File: src/rtl/input_conditioner.sv
// Four-port pin input conditioner: 2-flop synchronizer, value debouncer and
// sticky change flags per port; evt_any is the OR of the flags (CPU interrupt).
module input_conditioner_lane #(
  parameter int DEB_CYCLES = 4
) (
  input  logic       clk,
  input  logic       reset,
  input  logic [7:0] raw,
  input  logic       clr_evt,
  output logic [7:0] stable,
  output logic       evt
);
  localparam logic [7:0] DEB = 8'(DEB_CYCLES);

  logic [7:0] sync1_q, sync1_d, sync2_q, sync2_d;
  logic [7:0] stable_q, stable_d, cand_q, cand_d, cnt_q, cnt_d;
  logic       evt_q, evt_d, commit;

  always_comb begin
    sync1_d  = raw;
    sync2_d  = sync1_q;
    stable_d = stable_q;
    cand_d   = cand_q;
    cnt_d    = cnt_q;
    commit   = 1'b0;
    if (sync2_q == stable_q) begin
      cnt_d  = '0;
      cand_d = stable_q;
    end else if (sync2_q != cand_q) begin
      // a different value mid-debounce restarts the count from scratch
      cand_d = sync2_q;
      cnt_d  = 8'd1;
    end else if (cnt_q < DEB) begin
      cnt_d = cnt_q + 8'd1;
    end else begin
      stable_d = cand_q;
      cnt_d    = '0;
      commit   = 1'b1;
    end
    // a commit on the same edge as an acknowledge keeps the flag set
    evt_d = commit ? 1'b1 : (clr_evt ? 1'b0 : evt_q);
  end

  always_ff @(posedge clk) begin
    if (reset) begin
      sync1_q  <= '0;
      sync2_q  <= '0;
      stable_q <= '0;
      cand_q   <= '0;
      cnt_q    <= '0;
      evt_q    <= 1'b0;
    end else begin
      sync1_q  <= sync1_d;
      sync2_q  <= sync2_d;
      stable_q <= stable_d;
      cand_q   <= cand_d;
      cnt_q    <= cnt_d;
      evt_q    <= evt_d;
    end
  end

  assign stable = stable_q;
  assign evt    = evt_q;
endmodule

module input_conditioner #(
  parameter int DEB_CYCLES = 4
) (
  input  logic       clk,
  input  logic       reset,
  input  logic [7:0] raw1,
  input  logic [7:0] raw2,
  input  logic [7:0] raw3,
  input  logic [7:0] raw4,
  input  logic [3:0] clr_evt,
  output logic [7:0] iport1,
  output logic [7:0] iport2,
  output logic [7:0] iport3,
  output logic [7:0] iport4,
  output logic [3:0] evt,
  output logic       evt_any
);
  localparam int NUM_LANES = 4;

  logic [NUM_LANES-1:0][7:0] raw, stable;

  assign raw = {raw4, raw3, raw2, raw1};

  for (genvar i = 0; i < NUM_LANES; i++) begin : g_lane
    input_conditioner_lane #(.DEB_CYCLES(DEB_CYCLES)) u_lane (
      .clk     (clk),
      .reset   (reset),
      .raw     (raw[i]),
      .clr_evt (clr_evt[i]),
      .stable  (stable[i]),
      .evt     (evt[i])
    );
  end

  assign iport1  = stable[0];
  assign iport2  = stable[1];
  assign iport3  = stable[2];
  assign iport4  = stable[3];
  assign evt_any = |evt;
endmodule

File: config.mk
export PLATFORM = sky130hd
export DESIGN_NAME = input_conditioner
export DESIGN_NICKNAME = d
export VERILOG_FILES = /design/src/rtl/input_conditioner.sv
export SDC_FILE = /design/constraint.sdc
export NUM_CORES = 1
export LEC_CHECK = 0
export CAP_MARGIN = 0
export CORE_MARGIN = 2
export CORE_UTILIZATION = 46
export DETAILED_ROUTE_END_ITERATION = 10
export GPL_ROUTABILITY_DRIVEN = 0
export HOLD_SLACK_MARGIN = 0.12
export PLACE_DENSITY = 0.74
export SLEW_MARGIN = 20
export SYNTH_ARGS = -nofsm -noshare
export SYNTH_HDL_FRONTEND = slang
export SYNTH_HIERARCHICAL = 1
export SYNTH_SLANG_ARGS = --single-unit
export TNS_END_PERCENT = 10
File: constraint.sdc
create_clock -name clk -period 1.9 [get_ports clk]
set_clock_uncertainty 0.2 [all_clocks]
set_input_delay 0.57 -clock clk [delete_from_list [all_inputs] [get_ports clk]]
set_output_delay 0.57 -clock clk [all_outputs]
set_load 0.05 [all_outputs]
==> impl_metrics.json <==
{
  "crit_path_start": "g_lane[0].u_lane/evt",
  "rr_startpoint": "g_lane[2].u_lane/sync2_q[6]",
  "finalCritPeriodShare": 1.156,
  "syn_to_final_growth_pct": 36.22,
  "outcome": "finished, violations left",
  "die_area_um2": 13560,
  "io_pins": 75,
  "crit_type": "reg -> out",
  "hold_violations": 0,
  "synth_top_family_by_area": "simple AND/OR/NAND/NOR gates",
  "synth-simple-area-share": 0.2422,
  "ys_seq_area_frac": 0.5643,
  "synthXorXnorAreaFrac": 0.1024,
  "hold_path.class": "reg -> reg",
  "seqCellArea_um2": 3298,
  "r2r_cells": 6,
  "wirelength_mm": 10.16,
  "setup-tns-final_ps": -297.0,
  "synth.area.mux_share": 0.05505,
  "syn_inst": 529,
  "ant_nets": 0,
  "fmax_mhz": 455.2,
  "track_usage": 0.1626,
  "maxCapViolations": 0,
  "overflow": 0,
  "dpl.hpwl_mm": 7.027,
  "r2r_setup_slack_ps": 50,
  "rsz0062_at_grt": "true",
  "start_util": 0.4667,
  "wire_per_inst_um": 12.26,
  "die_h_um": 116.5,
  "power_uw": 7486,
  "crit_required_ps": 1130,
  "path_max_fanout": 2,
  "cts_sinks": 164,
  "synth_area_per_cell_um2": 11.00,
  "irDropWorstVdd_v": 0.0005030,
  "ys_warn_count": 6,
  "drc_errors": 0,
  "endpoint": "evt_any",
  "p_leak_uw": 0.003164,
  "grt_pass1_wl_mm": 16.90,
  "grt_pass1_vias": 3731,
  "maxSlewViolCount": 0,
  "core_um2": 12470,
  "fin_crit_ps": 2197,
  "drive_above_1_share": 0.1842,
  "r2r_end": "g_lane[2].u_lane/stable[0]",
  "nets": 687,
  "synth_compound_area_frac": 0.006882,
  "vias": 3660,
  "synthesis.area_um2": 5818,
  "cts-htree-levels": 4,
  "clkTransAtPathRegs_ps": 60,
  "nFillCells": 982,
  "drt-pass1-iter-count": 4,
  "rows": 41,
  "worstPathArrival_ps": 1430,
  "power.density_nw_per_um2": 944.6,
  "fp.dieW_um": 116.5,
  "grt_max_degree": 87,
  "clock_latency_ps": 410,
  "start_kind": "register",
  "violations": "setup timing",
  "cts_tree": "done",
  "post-place-ws_ps": 33.15,
  "via_per_inst": 4.415,
  "multi_input_area_um2": 2531,
  "clk_path_buf_depth": 2,
  "fin_ws_ps": -297.0,
  "synthAdderAreaFrac": 0.008602,
  "ys_types": 20,
  "antenna_found_initial": 0,
  "clockRootBuffer": "clkbuf_16",
  "end_kind": "output port",
  "cts_inserted_buffers": 17,
  "synth-seq-cells": 164,
  "drt_iter0_drc": 75,
  "setup_viol": 1,
  "io_buffers": 74,
  "n_antenna_cell": 0
}
[worst max-delay path, stage by stage (launching register included)]
cell and delay [ps]:
dfxtp_2 310, or4_4 530, buf_8 170
[metal layers]
layer	routed length, µm	global-route usage	share of wire
met2	5096	0.2783	0.50
met3	462	0.05449	0.045
met4	133	0.06429	0.013
met5	0	0	0
met1	4472	0.1882	0.44
[worst min path at each step]
| stage | end | cells past startpoint | start | slack, ps |
|---|---|---|---|---|
| after detailed placement | g_lane[1].u_lane/sync2_q[0] | 1 | g_lane[1].u_lane/sync1_q[0] | 220 |
| after global routing | g_lane[2].u_lane/sync2_q[6] | 1 | g_lane[2].u_lane/sync1_q[6] | 250 |
| after floorplan | g_lane[0].u_lane/sync2_q[0] | 1 | g_lane[0].u_lane/sync1_q[0] | 210 |
| after CTS | g_lane[2].u_lane/sync2_q[6] | 1 | g_lane[2].u_lane/sync1_q[6] | 240 |
| final | g_lane[0].u_lane/sync2_q[6] | 1 | g_lane[0].u_lane/sync1_q[6] | 230 |
| after global placement | g_lane[1].u_lane/sync2_q[5] | 1 | g_lane[1].u_lane/sync1_q[5] | 220 |
[flip-flops by register name, summed over array words and instances (netlist names)]
name,count
g_lane.u_lane/evt,4
g_lane.u_lane/stable,32
g_lane.u_lane/cand_q,32
g_lane.u_lane/cnt_q,32
g_lane.u_lane/sync2_q,32
g_lane.u_lane/sync1_q,32
[timing repair]
action,4_1_cts,5_1_grt
gates resized for setup,2,22
setup buffers,2,0
cloned,0,1
setup endpoints to repair,1,36
pin swaps,1,8
hold buffers,0,0
[logic make-up after synthesis]
| kind of cell | count (synthesis) |
|---|---|
| simple gates | 229 |
| xor+xnor | 68 |
| mux | 32 |
| compound gates | 4 |
| other cells | 4 |
| buf+inv | 24 |
| fa+ha+maj | 4 |
| flops | 164 |
[where the power goes]
part	switching, µW	leakage [µW]	internal (µW)
Clock	1220	0.000268	1890
Sequential	75.4	0.00135	3570
Combinational	330	0.00154	391
[layout make-up]
class	instances	share of cell area
inverter	4	0.001895
clock inverter	5	0.006315
timing repair buffer	101	0.1674
tap	172	0.02715
sequential	164	0.4162
multi-input combinational	357	0.3194
clock buffer	26	0.06173
[synthesized netlist by cell type]
cell      instances  area, µm²
xor2_1           32      280.3
nand4_1           8      50.05
xnor2_1          36      315.3
nand2_1           8      30.03
conb_1            4      15.01
nand2b_1         64      400.4
inv_1             4      15.01
dfxtp_1         164       3283
clkbuf_1         16      60.06
nor3b_1           4      30.03
nor2b_1         100      625.6
nor3_1            4      20.02
ha_1              4      50.05
nor4_1            4      25.02
or4_1             5      37.54
o21ba_2           4      40.04
mux2i_1          32      320.3
nor4_2            8      100.1
nor2_1           24      90.09
buf_4             4      30.03
[cell usage in the layout, fill, tap and decap left out, drive strengths merged, types with 12 or more instances in the layout]
master / synthesis / layout
buf: 4 / 65
clkbuf: 16 / 26
clkdlybuf4s50: 0 / 36
conb: 4 / 20
dfxtp: 164 / 164
mux2i: 32 / 32
nand2b: 64 / 64
nor2: 24 / 24
nor2b: 100 / 100
nor4: 12 / 12
xnor2: 36 / 36
xor2: 32 / 32
[stage by stage]
stage	instances	hold WS (ps)	cell area, µm²	utilization
after floorplan	545	213.8	5884	-
after global routing	829	246.4	7925	0.6358
final	829	234.1	7925	0.6358
after global placement	795	216.9	7303	0.5859
after detailed placement	795	224.7	7303	0.5859
after CTS	828	238.0	7865	0.6309
(Power assumes the default switching activity.)
